**config.mk**
```make
export PLATFORM = sky130hd
export DESIGN_NAME = axis_vec_serializer
export DESIGN_NICKNAME = d
export VERILOG_FILES = /design/src/rtl/axis_pkg.sv /design/src/rtl/axis_vec_serializer.sv
export SDC_FILE = /design/constraint.sdc
export NUM_CORES = 1
export LEC_CHECK = 0
export BUFFER_PORTS_ARGS = -buffer_cell sky130_fd_sc_hd__buf_2
export CAP_MARGIN = 20
export CORE_UTILIZATION = 30
export CTS_BUF_LIST = sky130_fd_sc_hd__clkbuf_4 sky130_fd_sc_hd__clkbuf_8
export CTS_CLUSTER_DIAMETER = 100
export DETAILED_ROUTE_END_ITERATION = 7
export PLACE_DENSITY_LB_ADDON = 0.12
export REMOVE_ABC_BUFFERS = 1
export SLEW_MARGIN = 0
export SYNTH_ARGS = -nofsm -noshare
export SYNTH_HDL_FRONTEND = slang
export SYNTH_SLANG_ARGS = --single-unit
```
**constraint.sdc**
```tcl
create_clock -name clk -period 2.3 [get_ports clk]
set_clock_uncertainty 0.15 [all_clocks]
set_input_delay 0.23 -clock clk [delete_from_list [all_inputs] [get_ports clk]]
set_output_delay 0.23 -clock clk [all_outputs]
set_load 0.01 [all_outputs]
```
**src/rtl/axis_pkg.sv**
```systemverilog
// axis_pkg: shared AXI-Stream width defaults and helper functions.
package axis_pkg;
    localparam int AXIS_R   = 8;
    localparam int AXIS_W_Y = 19;

    function automatic int clog2_min1(input int n);
        return (n > 1) ? $clog2(n) : 1;
    endfunction
endpackage

```
**src/rtl/axis_vec_serializer.sv**
```systemverilog
// axis_vec_serializer: splits one wide R-word AXI-Stream beat into R/K narrow beats of K words.
module axis_vec_serializer
    import axis_pkg::*;
#(
    parameter int R   = AXIS_R,
    parameter int W_Y = AXIS_W_Y,
    parameter int K   = 2
) (
    input  logic                 clk,
    input  logic                 rstn,
    input  logic                 s_valid,
    output logic                 s_ready,
    input  logic [R*W_Y-1:0]     s_data,
    output logic                 m_valid,
    input  logic                 m_ready,
    output logic [K*W_Y-1:0]     m_data,
    output logic                 m_last
);
    localparam int BUS_IN_W  = R * W_Y;
    localparam int BUS_OUT_W = K * W_Y;
    localparam int N_BEATS   = R / K;
    localparam int CNT_W     = clog2_min1(N_BEATS);

    if (R % K != 0) begin : g_bad_k
        $fatal(1, "axis_vec_serializer: R must be a multiple of K");
    end

    typedef enum logic {IDLE, SEND} state_t;

    state_t              state_q, state_d;
    logic [CNT_W-1:0]    cnt_q, cnt_d;
    logic [BUS_IN_W-1:0] vec_q, vec_d;
    logic                last_beat, take, fire;

    // s_ready is gated by rstn so nothing is offered while held in reset
    always_comb begin
        last_beat = cnt_q == CNT_W'(N_BEATS - 1);
        m_valid   = state_q == SEND;
        m_last    = m_valid && last_beat;
        m_data    = m_valid ? vec_q[int'(cnt_q) * BUS_OUT_W +: BUS_OUT_W] : '0;
        s_ready   = rstn && (state_q == IDLE || (m_ready && last_beat));
        take      = s_valid && s_ready;
        fire      = m_valid && m_ready;
        state_d   = take ? SEND : (fire && last_beat) ? IDLE : state_q;
        cnt_d     = take ? '0 : fire ? (last_beat ? '0 : cnt_q + CNT_W'(1)) : cnt_q;
        vec_d     = take ? s_data : vec_q;
    end

    always_ff @(posedge clk or negedge rstn) begin
        if (!rstn) begin
            state_q <= IDLE;
            cnt_q   <= '0;
            vec_q   <= '0;
        end else begin
            state_q <= state_d;
            cnt_q   <= cnt_d;
            vec_q   <= vec_d;
        end
    end
endmodule

```
**Word level (Yosys, flattened, before mapping)**

Index checks and enable logic that the tools add are counted.

- Word-level logic and storage cells: 23
- Register bits after elaboration: 155
- Output and inout bits: 41
- Input port bits: 156

- Muxes and demuxes: 6
- $add $sub $neg: 1
- Equality and inequality tests: 1
- Multipliers: 1
- Shift operators: 1
- Reductions and logical operators: 9
- Bitwise operators: 1

Operators by type and width:

| kind | number |
|---|---|
| $shiftx 152x9->38 | 1 |
| $mux 38 | 1 |
| $mul 2x5->7 const B | 1 |
| $logic_and 1x1->1 | 6 |
| $mux 2 | 3 |
| $reduce_bool 2->1 | 2 |
| $add 2x1->2 const B | 1 |
| $eq 2x2->1 const B | 1 |
| $mux 1 | 2 |
| $logic_or 1x1->1 | 1 |
| $not 1->1 | 1 |

**Logic depth before layout (Yosys ltp)**

Gate-level depths: netlist (run 1).

- Depth in word-level cells: 6
- Depth in mapped cells: 7
- Gate-level depth less buffers: 4

**Worst setup path after synthesis (run 1)**

OpenSTA, ideal clock, no wires.

- Path type: register -> register
- From: register cnt_q[0]
- To: register vec_q[121]
- Path slack: 0.518 ns
- Data arrival time: 1.508 ns
- Data required time: 2.025 ns
- Period minus slack after synthesis: 1.782 ns
- Buffers on the path: 3
- Cell stages (with the launch flop): 8
- Setup time: 0.125 ns
- Cell sequence: dfrtp_1 -> ha_1 -> nand2_1 -> a21oi_2 -> buf_6 -> buf_6 -> buf_6 -> mux2_2

- Longest elaborated chain between the ends: 5

RTL lines:

| element | RTL line | source |
|---|---|---|
| start: declaration | axis_vec_serializer.sv:31 | `logic [CNT_W-1:0] cnt_q, cnt_d;` |
| start signal: assignment | axis_vec_serializer.sv:56 | `cnt_q <= cnt_d;` |
| $eq 2x2->1 | axis_vec_serializer.sv:37 | `last_beat = cnt_q == CNT_W'(N_BEATS - 1);` |
| $logic_and 1x1->1 | axis_vec_serializer.sv:41 | `s_ready = rstn && (state_q == IDLE \|\| (m_ready && last_beat));` |
| $logic_or 1x1->1 | axis_vec_serializer.sv:41 |  |
| $logic_and 1x1->1 | axis_vec_serializer.sv:41 |  |
| $logic_and 1x1->1 | axis_vec_serializer.sv:42 | `take = s_valid && s_ready;` |
| end signal: assignment | axis_vec_serializer.sv:57 | `vec_q <= vec_d;` |
| end: declaration | axis_vec_serializer.sv:32 | `logic [BUS_IN_W-1:0] vec_q, vec_d;` |

Every way passes these cells.
A chain may end at the register's enable or synchronous reset.

**Final worst setup path (run 1)**

- From: register cnt_q[1]
- To: output m_data[27]

- Longest elaborated chain between the ends: 3

RTL lines:

| element | RTL line | source |
|---|---|---|
| $mul 2x5->7 | axis_vec_serializer.sv:40 | `m_data = m_valid ? vec_q[int'(cnt_q) * BUS_OUT_W +: BUS_OUT_W] : '0;` |
| $shiftx 152x9->38 | axis_vec_serializer.sv:40 |  |
| $mux 38 | axis_vec_serializer.sv:40 |  |
| end: declaration | axis_vec_serializer.sv:16 | `output logic [K*W_Y-1:0] m_data,` |

Every way passes these cells.

==> impl_summary.log, run 1 <==
[metrics] Avg Synthesized Cell Area: between 10 and 15 um2
[metrics] largest buffer count on any clock path: 2
[metrics] Clock Latency Late Sink: between 0.4 and 0.5 ns
[metrics] setup fix buffers added after clock tree synthesis: 0
[metrics] count of max-cap constraint violations: 0
[metrics] setup_tns: 0 ns
[metrics] antenna violations before repair: 0
[metrics] GPL Wtd Cong: a little over 0.7
[metrics] floorplan die area: approximately 24,000 um2
[metrics] fraction of synthesized area in multiplexers: 36.1%
[metrics] Synth Area in Compound Gates: under 10%
[metrics] highest fanout seen on the critical path: 39
[metrics] reg2reg start: cnt_q[1]$_DFFE_PN0P_
[metrics] Distinct cells, synth: 18
[metrics] maximum clock frequency: 0.462 GHz
[metrics] dominant combinational cell family by area after synthesis: multiplexers
[metrics] share of final-layout standard cells stronger than drive strength 1: a little under half
[metrics] time the worst path needs with I/O delays and setup: between 2 and 2.5 ns
[metrics] clock tree from TritonCTS: yes
[metrics] signal arrival time at the worst endpoint: roughly 1.8 ns
[metrics] logic depth of the worst register-to-register path: 5
[metrics] run status: complete, no violations
[metrics] worst-case setup margin in the final layout: between 0.1 and 0.15 ns
[metrics] commonest cells after routing, fill and taps aside: sky130_fd_sc_hd__buf_2 (195), sky130_fd_sc_hd__dlygate4sd3_1 (156), sky130_fd_sc_hd__dfrtp_1 (153)
[metrics] number of global-route vias before repair: between 5,000 and 6,000
[metrics] synthesis-to-finish area growth: 48.6%
[metrics] count of inserted antenna diode cells: 0
[metrics] final net count: roughly 980
[metrics] CTS buffer count: 17
[metrics] Detailed Routing Iterations Pass 1: 6
[metrics] global-route wire length before repair: about 29,000 um
[metrics] mapped cell area: slightly below 7000 um2
[metrics] power per cell area: approximately 1200 nW/um2
[metrics] timing endpoint of the critical path: m_data[27]
[metrics] type of element capturing the critical path: output port
[metrics] final number of max-transition violations: 0
[metrics] Iteration-0 DRC Markers: 143
[metrics] vias after detailed routing: just over 5,000
[metrics] clock sink count: 155
[metrics] Lkg Pwr: 4.66 nW
[metrics] destination of the worst register-to-register timing path: vec_q[109]$_DFFE_PN0P_
[metrics] clock transition at the registers of the reported paths: ~0.090 ns
[metrics] Setup-failing EPs final: 0
[metrics] fraction of the yosys area taken by sequential cells: approximately 56%
[metrics] master cell of the clock root buffer: sky130_fd_sc_hd__clkbuf_8
[metrics] Die Wd: about 150 um
[metrics] startpoint of the worst setup timing path: cnt_q[1]$_DFFE_PN0P_
[metrics] count of unresolved DRC violations after routing: 0
[metrics] Critical Path Source Type: flip-flop
[metrics] worst rel slew slack: around 38%
[metrics] Syn. warnings: 0
[metrics] unrepaired setup endpoints after global routing: no
[metrics] Antenna Violating Nets Remaining: 0
[metrics] reg2reg setup slack: ~0.18 ns
[metrics] Hold Worst Slack: ~0.15 ns
[metrics] top-level I/O count: between 150 and 200
[metrics] number of hold-slack violations in the final timing report: 0
[metrics] total length of routed wires: roughly 18,000 um
[metrics] Die Ht: around 150 um
[metrics] post-synthesis share of cell area spent on xor and xnor gates: 0%
[metrics] worst vdd rail ir drop: between 500 and 600 uV
[metrics] FP Rows: 55
[metrics] starting density of the core: roughly 31%
[metrics] transition time of the tightest slew-check pin: roughly 0.94 ns
[metrics] HP Class: in -> async
[metrics] total routing usage reported by global routing: 15.8%
[metrics] leftover overflow at the end of global routing: 0
[metrics] DR vias/cell: roughly 4.5
[metrics] estimated wirelength of the detail-placed design: approximately 11,000 um
[metrics] cells after synthesis: 472
[metrics] placed cell count: between 900 and 1,000
[metrics] total power draw: roughly 13 mW
[metrics] number of input and output port buffers inserted: 196
[metrics] worst endpoint required time: around 1.9 ns
[metrics] post-layout instance count excluding filler cells: 1,118
[metrics] floorplan core area: about 23,000 um2
[metrics] final critical-path share of the clock period: around 94%
[metrics] flop and latch count out of synthesis: 155
[metrics] setup slack after placement: 0.256 ns
[metrics] share of synthesized cell area in and, or, nand and nor gates: less than 1%
[metrics] fraction of the mapped netlist area in adder cells: 0.181%
[metrics] most common cell after layout, fill and taps aside: sky130_fd_sc_hd__buf_2
[metrics] per-cell routed wire length: about 16 um
[metrics] category of the critical setup timing path: reg -> out
[metrics] count of H-tree levels built during CTS: 4
[metrics] maximum number of pins on one net before global-route repair: approximately 80
[worst min path at each step]
| stage | slack [ns] | endpoint | cells past startpoint |
|---|---|---|---|
| after CTS | 0.34 | vec_q[118]$_DFFE_PN0P_ | 3 |
| after global placement | -0.12 | vec_q[81]$_DFFE_PN0P_ | 1 |
| after floorplan | -0.22 | cnt_q[0]$_DFFE_PN0P_ | 0 |
| after detailed placement | -0.12 | vec_q[81]$_DFFE_PN0P_ | 1 |
| final | 0.15 | vec_q[120]$_DFFE_PN0P_ | 3 |
| after global routing | 0.13 | vec_q[82]$_DFFE_PN0P_ | 3 |
[where the power goes]
group	switching, mW	leakage (nW)	total (mW)	internal [mW]
sequential	0.717	1.86	4.82	4.10
combinational	2.44	2.58	5.41	2.97
clock	1.12	0.218	2.34	1.22
[synth_stat cells]
cell type | n | area [um2]
sky130_fd_sc_hd__o22ai_1 | 38 | 238
sky130_fd_sc_hd__buf_6 | 8 | 90.1
sky130_fd_sc_hd__a21oi_1 | 1 | 5.00
sky130_fd_sc_hd__dfrtp_1 | 155 | 3880
sky130_fd_sc_hd__mux2_2 | 148 | 1670
sky130_fd_sc_hd__a21oi_2 | 1 | 8.76
sky130_fd_sc_hd__clkbuf_1 | 3 | 11.3
sky130_fd_sc_hd__nand2b_1 | 1 | 6.26
sky130_fd_sc_hd__mux2_4 | 4 | 60.1
sky130_fd_sc_hd__ha_1 | 1 | 12.5
sky130_fd_sc_hd__buf_2 | 17 | 85.1
sky130_fd_sc_hd__nand2_1 | 7 | 26.3
sky130_fd_sc_hd__mux2i_1 | 77 | 771
sky130_fd_sc_hd__nand3_1 | 1 | 5.00
sky130_fd_sc_hd__buf_1 | 3 | 11.3
sky130_fd_sc_hd__nor2_1 | 2 | 7.51
sky130_fd_sc_hd__buf_4 | 3 | 22.5
sky130_fd_sc_hd__and2_1 | 2 | 12.5
[logic make-up (layout without fill, tap and decap cells)]
logic type,after synthesis,in the layout
mux,229,229
compound gates,40,40
fa+ha+maj,1,1
buf+inv,34,395
flops,155,155
simple gates,13,13
[worst max-delay path, cell delays in order, from the launching register on]
cell	delay, ns
sky130_fd_sc_hd__dfrtp_4	0.54
sky130_fd_sc_hd__buf_16	0.24
sky130_fd_sc_hd__mux2i_1	0.16
sky130_fd_sc_hd__o22ai_1	0.22
sky130_fd_sc_hd__buf_2	0.18
[repair_timing]
| action | CTS | global route |
|---|---|---|
| endpoints found under the hold margin | 309 | 0 |
| endpoints found under the setup margin | 35 | 19 |
| resized for setup | 3 | 1 |
| hold buffers | 156 | 0 |
| gates cloned | 1 | 0 |
[registers in the layout, summed over array words and instances, names as in the netlist]
name     count
cnt_q        2
vec_q      152
m_valid      1
[through the flow]
stage | util, % | instance area [um2]
after global placement | 36.2 | 8200
final | 45.4 | 10300
after floorplan | - | 6700
after CTS | 45.3 | 10300
after global routing | 45.4 | 10300
after detailed placement | 36.2 | 8200
[layout make-up]
cell class	count	area (um2)
fill	2061	12400
tap	285	357
clock inverter	14	209
clock buffer	18	241
sequential	155	3880
multi-input combinational	283	2840
timing repair buffer	363	2750
[layer usage]
metal	routed length, um	up-vias	share of wire, %	GRT usage (%)
met5	0	-	0	0
met4	225	0	1.3	5.43
met3	643	15	3.6	3.24
met2	9160	122	51	27.9
met1	7770	2522	44	19.1
li1	-	2416	-	-
Power figures use the tool's default switching activity.
==> inputs of run 2 (changes only) <==
==> constraint.sdc (replaced) <==
create_clock -name clk -period 2.35 [get_ports clk]
set_clock_uncertainty 0.15 [all_clocks]
set_input_delay 0.235 -clock clk [delete_from_list [all_inputs] [get_ports clk]]
set_output_delay 0.235 -clock clk [all_outputs]
set_load 0.01 [all_outputs]
==> run 2 against run 1 <==
  * Critical path depth stayed put
  * Worst hold slack gained 0.14 ns
  * Highest routed layer unchanged
  * Final area decreased by 0.80%
  * Largest cell class unchanged
  * First-iteration DRC count increased by 31%
==> impl_summary.log, run 2 (synthesis gave the netlist of run 1 again) <==
[metrics] run status: complete, no violations
[metrics] setup fix buffers added after clock tree synthesis: 0
[metrics] floorplan die area: 23,700 um2
[metrics] number of global-route vias before repair: about 5,600
[metrics] area of the multi-input gates: 2840 um2
[metrics] Antenna Violating Nets Remaining: 0
[metrics] estimated wirelength of the detail-placed design: 10,900 um
[metrics] clock tree from TritonCTS: yes
[metrics] clock sink count: about 160
[metrics] final critical-path share of the clock period: a little over nine tenths
[metrics] Clock Latency Late Sink: roughly 0.43 ns
[metrics] clock transition at the registers of the reported paths: 0.09 ns
[metrics] worst-case setup margin in the final layout: ~0.14 ns
[metrics] largest buffer count on any clock path: 2
[metrics] chain of cells forming the critical path: nand2_4 > buf_12 > o22ai_1 > buf_2
[metrics] Setup-failing EPs final: 0
[metrics] CTS buffer count: 17
[metrics] global-route wire length before repair: around 29,000 um
[metrics] power share of the combinational group: a little over two fifths
[metrics] share of power burned in registers: roughly 40%
[metrics] Lkg Pwr: approximately 4.6 nW
[metrics] number of flip-flops in the largest register: 152
[metrics] number of hold-slack violations in the final timing report: 0
[metrics] Detailed Routing Iterations Pass 1: 4
[metrics] unrepaired setup endpoints after global routing: no
[metrics] worst vdd rail ir drop: about 520 uV
[metrics] Die Ht: ~150 um
[metrics] signal arrival time at the worst endpoint: about 1.8 ns
[metrics] FP Rows: 55
[metrics] maximum clock frequency: 0.453 GHz
[metrics] leftover overflow at the end of global routing: 0
[metrics] post-layout instance count excluding filler cells: 1,117
[metrics] synthesis-to-finish area growth: 47.4%
[metrics] maximum number of pins on one net before global-route repair: between 80 and 90
[metrics] sequential cell area: slightly below 4000 um2
[metrics] Die Wd: approximately 150 um
[metrics] fillers: between 2,000 and 2,500
[metrics] Worst Path Buf+Inv: 2
[metrics] master cell of the clock root buffer: sky130_fd_sc_hd__clkbuf_8
[metrics] HP Class: in -> async
[metrics] share of the core filled with cells: a little under half
[metrics] commonest cells after routing, fill and taps aside: sky130_fd_sc_hd__buf_2 (195), sky130_fd_sc_hd__dlygate4sd3_1 (155), sky130_fd_sc_hd__dfrtp_1 (154)
[metrics] share of final-layout standard cells stronger than drive strength 1: 47.5%
[metrics] count of unresolved DRC violations after routing: 0
[metrics] per-cell routed wire length: 15.9 um
[metrics] antenna violations before repair: 0
[metrics] number of input and output port buffers inserted: about 200
[metrics] total routing usage reported by global routing: between 10% and 20%
[metrics] DR vias/cell: ~4.6
[metrics] top-level I/O count: around 200
[metrics] setup slack after placement: approximately 0.28 ns
[metrics] placed cell count: about 930
[metrics] count of max-cap constraint violations: 0
[metrics] count of H-tree levels built during CTS: 4
[metrics] final std cell area, no fill: approximately 10,000 um2
[metrics] final number of max-transition violations: 0
[metrics] category of the critical setup timing path: reg -> out
[metrics] count of inserted antenna diode cells: 0
[metrics] largest stage delay on the critical path: roughly 0.58 ns
[metrics] Hold Worst Slack: slightly below 0.3 ns
[metrics] internal power: 7.92 mW
[metrics] Critical Path Source Type: flip-flop
[metrics] GPL Wtd Cong: between 0.7 and 0.8
[metrics] type of element capturing the critical path: output port
[metrics] starting density of the core: a little under a third
[metrics] transition time of the tightest slew-check pin: between 0.9 and 1 ns
[metrics] time the worst path needs with I/O delays and setup: between 2 and 2.5 ns
[metrics] switching part of the total: 34.2%
[metrics] worst rel slew slack: 38.7%
[metrics] critical path's top delay family: flip-flops
[metrics] net switching power figure: around 4 mW
[metrics] worst endpoint required time: 1.97 ns
[metrics] total power draw: ~12 mW
[metrics] setup_tns: 0 ns
[metrics] total length of routed wires: between 15,000 and 20,000 um
[metrics] power per cell area: between 1000 and 1500 nW/um2
[metrics] vias after detailed routing: around 5,100
[metrics] part of the total power dissipated in the clock network: 17.2%
[metrics] Most flops, register: vec_q
[metrics] floorplan core area: 22,600 um2
[metrics] highest fanout seen on the critical path: 14
[metrics] standard cell with the maximum stage delay on the critical path: sky130_fd_sc_hd__dfrtp_1
[metrics] Iteration-0 DRC Markers: around 190
[metrics] most common cell after layout, fill and taps aside: sky130_fd_sc_hd__buf_2
[metrics] final net count: approximately 980
[metrics] instance area after placement: roughly 8200 um2
==> run 2: area by class of cell <==
| class | instances | area share [%] |
|---|---|---|
| multi-input combinational | 283 | 27.8 |
| tap | 285 | 3.50 |
| sequential | 155 | 38.1 |
| clock inverter | 11 | 1.32 |
| clock buffer | 21 | 2.71 |
| timing repair buffer | 362 | 26.6 |
==> run 2: power by group through the flow <==
| stage | clock, mW | sequential, mW | combinational [mW] |
|---|---|---|---|
| after floorplan | 0 | 4.75 | 3.39 |
| after global placement | 0 | 4.67 | 4.95 |
| after detailed placement | 0 | 4.75 | 5.05 |
| after CTS | 2.17 | 4.71 | 5.37 |
| after global routing | 2.30 | 4.90 | 5.73 |
| final | 2.07 | 4.72 | 5.25 |
==> run 2: worst paths after layout <==
kind / start / to / slack, ns / depth (start not counted)
hold / removal: rstn / vec_q[85]$_DFFE_PN0P_ / 0.29 / 3
max in group asynchronous: rstn / vec_q[42]$_DFFE_PN0P_ / 0.76 / 4
setup reg to reg: cnt_q[1]$_DFFE_PN0P_ / vec_q[75]$_DFFE_PN0P_ / 0.16 / 5
hold reg to reg: vec_q[96]$_DFFE_PN0P_ / vec_q[96]$_DFFE_PN0P_ / 0.36 / 1
min in group clk: vec_q[96]$_DFFE_PN0P_ / vec_q[96]$_DFFE_PN0P_ / 0.36 / 1
setup / recovery: m_valid$_DFFE_PN0P_ / m_data[27] / 0.14 / 4
==> run 2: per-layer routing <==
layer,track usage [%],share of wire [%]
met5,0,0
met4,4.14,1.1
met3,3.64,3.7
met2,27.5,51
met1,19.1,44
==> run 2: repair_timing <==
| item | CTS | global route |
|---|---|---|
| hold endpoints to repair | 263 | 0 |
| setup endpoints to repair | 7 | 4 |
| cloned | 1 | 0 |
| hold buffers | 155 | 0 |
| resized for setup | 2 | 1 |
==> run 2: worst reg2reg max path, cell delays in order (launching register included) <==
cell                      delay [ns]
sky130_fd_sc_hd__dfrtp_4        0.49
sky130_fd_sc_hd__ha_1           0.21
sky130_fd_sc_hd__nand2_1        0.12
sky130_fd_sc_hd__a21oi_4        0.23
sky130_fd_sc_hd__buf_12         0.35
sky130_fd_sc_hd__mux2_2         0.53
==> inputs of run 3 (changes only) <==
--- a/config.mk
+++ b/config.mk
@@ -5,8 +5,11 @@
 export SDC_FILE = /design/constraint.sdc
 export NUM_CORES = 1
 export LEC_CHECK = 0
+export ABC_CLOCK_PERIOD_IN_PS = 2350
 export BUFFER_PORTS_ARGS = -buffer_cell sky130_fd_sc_hd__buf_2
 export CAP_MARGIN = 20
+export CORE_ASPECT_RATIO = 1.4
+export CORE_MARGIN = 4
 export CORE_UTILIZATION = 30
 export CTS_BUF_LIST = sky130_fd_sc_hd__clkbuf_4 sky130_fd_sc_hd__clkbuf_8
 export CTS_CLUSTER_DIAMETER = 100
==> run 3 against run 2 <==
  * Die area rose by 8.1%
  * Cell count rose by 1.3%
  * Wire length grew 6.5%
  * Fmax is 0.51% lower
  * Worst setup slack lost 0.011 ns
  * Flip-flop and latch count unchanged
  * Worst hold slack gained 0.066 ns
  * Highest routed layer unchanged
  * Sequential share of layout area rose by 0.33 points
  * Register-to-register slack better by 0.03 ns
==> impl_summary.log, run 3 (synthesis gave the netlist of run 1 again) <==
[metrics] run status: complete, no violations
[metrics] total routing usage reported by global routing: between 15 and 20%
[metrics] instance area after placement: between 8000 and 9000 um2
[metrics] Die Ht: around 190 um
[metrics] category of the critical setup timing path: reg -> out
[metrics] power share of the combinational group: between 40% and 50%
[metrics] number of hold-slack violations in the final timing report: 0
[metrics] reg2reg start: cnt_q[1]$_DFFE_PN0P_
[metrics] switching part of the total: between 30% and 40%
[metrics] unrepaired setup endpoints after global routing: no
[metrics] time the worst path needs with I/O delays and setup: ~2.2 ns
[metrics] Iteration-0 DRC Markers: between 100 and 150
[metrics] highest routed metal layer: met4
[metrics] final std cell area, no fill: a little over 10,000 um2
[metrics] type of element capturing the critical path: output port
[metrics] number of global-route vias before repair: around 5,800
[metrics] HP Class: in -> async
[metrics] antenna violations before repair: 1
[metrics] share of final-layout standard cells stronger than drive strength 1: 47.2%
[metrics] GPL Wtd Cong: between 0.6 and 0.7
[metrics] number of input and output port buffers inserted: ~200
[metrics] placed cell count: between 900 and 1,000
[metrics] setup_tns: 0 ns
[metrics] per-cell routed wire length: between 15 and 20 um
[metrics] fillers: between 2,000 and 2,500
[metrics] maximum clock frequency: ~0.45 GHz
[metrics] largest buffer count on any clock path: 2
[metrics] sequential cell area: roughly 3900 um2
[metrics] clock sink count: about 160
[metrics] floorplan die area: about 26,000 um2
[metrics] clock transition at the registers of the reported paths: around 0.08 ns
[metrics] Antenna Violating Nets Remaining: 0
[metrics] synthesis-to-finish area growth: 46.1%
[metrics] DR WL met2: roughly 10,000 um
[metrics] net switching power figure: 4.07 mW
[metrics] highest fanout seen on the critical path: 38
[metrics] power per cell area: 1150 nW/um2
[metrics] signal arrival time at the worst endpoint: around 1.8 ns
[metrics] DR vias/cell: around 4.6
[metrics] count of H-tree levels built during CTS: 4
[metrics] Detailed Routing Iterations Pass 1: 4
[metrics] Most flops, register: vec_q
[metrics] top-level I/O count: between 150 and 200
[metrics] startpoint of the worst setup timing path: cnt_q[1]$_DFFE_PN0P_
[metrics] leftover overflow at the end of global routing: 0
[metrics] timing endpoint of the critical path: m_data[11]
[metrics] met3 routed wirelength: between 700 and 800 um
[metrics] length of routed wiring on met1: around 7400 um
[metrics] final number of max-transition violations: 0
[metrics] starting density of the core: around 31%
[metrics] Die Wd: approximately 140 um
[metrics] final net count: roughly 980
[metrics] reg2reg setup slack: 0.19 ns
[metrics] maximum number of pins on one net before global-route repair: ~160
[metrics] Lkg Pwr: 4.58 nW
[metrics] worst endpoint required time: between 1.5 and 2 ns
[metrics] FP Rows: 65
[metrics] internal power: between 7 and 8 mW
[metrics] Setup-failing EPs final: 0
[metrics] most common cell after layout, fill and taps aside: sky130_fd_sc_hd__buf_2
[metrics] part of the total power dissipated in the clock network: 14.8%
[metrics] logic depth of the worst register-to-register path: 5
[metrics] final critical-path share of the clock period: ~94%
[metrics] vias after detailed routing: 5,170
[metrics] worst rel slew slack: between 30% and 40%
[metrics] share of power burned in registers: 40.3%
[metrics] global-route wire length before repair: 29,900 um
[metrics] clock tree from TritonCTS: yes
[metrics] floorplan core area: 22,600 um2
[metrics] area of the multi-input gates: approximately 2800 um2
[metrics] destination of the worst register-to-register timing path: vec_q[97]$_DFFE_PN0P_
[metrics] CTS buffer count: 17
[metrics] number of flip-flops in the largest register: between 150 and 200
[metrics] estimated wirelength of the detail-placed design: roughly 12,000 um
[metrics] master cell of the clock root buffer: sky130_fd_sc_hd__clkbuf_8
[metrics] Critical Path Source Type: flip-flop
[metrics] total length of routed wires: about 19,000 um
[metrics] Clock Latency Late Sink: 0.43 ns
[metrics] post-layout instance count excluding filler cells: roughly 1,100
[metrics] count of unresolved DRC violations after routing: 0
[metrics] transition time of the tightest slew-check pin: 0.909 ns
[metrics] commonest cells after routing, fill and taps aside: sky130_fd_sc_hd__buf_2 (195), sky130_fd_sc_hd__dlygate4sd3_1 (156), sky130_fd_sc_hd__dfrtp_1 (154)
[metrics] count of max-cap constraint violations: 0
[metrics] worst vdd rail ir drop: between 600 and 700 uV
run 3: cell types whose count changed in the layout (fill, tap and decap cells not counted), moves of 2 or more:
cell,change
sky130_fd_sc_hd__clkinv_2,+7
sky130_fd_sc_hd__bufinv_16,-2
sky130_fd_sc_hd__clkbuf_8,-2
sky130_fd_sc_hd__clkinv_4,-2
run 3: timing repair:
action / in CTS / in global routing
endpoints found under the setup margin: 17 / 0
hold buffers: 156 / 0
buffers inserted: 0 / 0
endpoints found under the hold margin: 309 / 0
resized for setup: 1 / 0
run 3: stage by stage:
step	setup slack [ns]	total power [mW]	util, %	hold WS (ns)
floorplan	-5.78	8.14	-	-0.211
global placement	0.296	9.60	36.2	0.318
detailed placement	0.228	9.79	36.2	0.320
CTS	0.0723	11.9	44.7	0.355
global route	0.0101	12.5	44.7	0.372
finish	0.130	11.6	44.7	0.358
run 3: how the worst min path moves through the flow:
stage / end / slack [ns] / depth (start not counted)
finish: vec_q[112]$_DFFE_PN0P_ / 0.36 / 3
detailed placement: vec_q[30]$_DFFE_PN0P_ / 0.32 / 2
global placement: vec_q[74]$_DFFE_PN0P_ / 0.32 / 2
global route: vec_q[51]$_DFFE_PN0P_ / 0.37 / 1
floorplan: cnt_q[0]$_DFFE_PN0P_ / -0.21 / 0
CTS: vec_q[129]$_DFFE_PN0P_ / 0.35 / 3
run 3: per-layer routing:
layer	up-vias	GRT usage (%)
met5	-	0
met4	0	5.62
met3	25	3.19
met2	135	28.1
met1	2583	16.6
li1	2427	-
run 3: layout make-up:
cell class,instances,share of cell area [%]
multi-input combinational,283,28.0
tap,301,3.73
antenna,1,0.0248
sequential,155,38.4
clock inverter,12,0.755
clock buffer,18,2.39
timing repair buffer,361,26.7
run 3: critical path, cell delays in order (launching register included):
cell	delay [ns]
sky130_fd_sc_hd__dfrtp_4	0.45
sky130_fd_sc_hd__bufbuf_16	0.43
sky130_fd_sc_hd__mux2i_1	0.24
sky130_fd_sc_hd__o22ai_1	0.10
sky130_fd_sc_hd__buf_2	0.16
run 3: power by group through the flow:
stage	combinational (mW)	sequential, mW	clock (mW)
6_report	5.23	4.70	1.72
5_1_grt	5.74	4.87	1.92
4_1_cts	5.35	4.70	1.81
3_5_place_dp	5.04	4.75	0
3_3_place_gp	4.93	4.67	0
2_1_floorplan	3.39	4.75	0
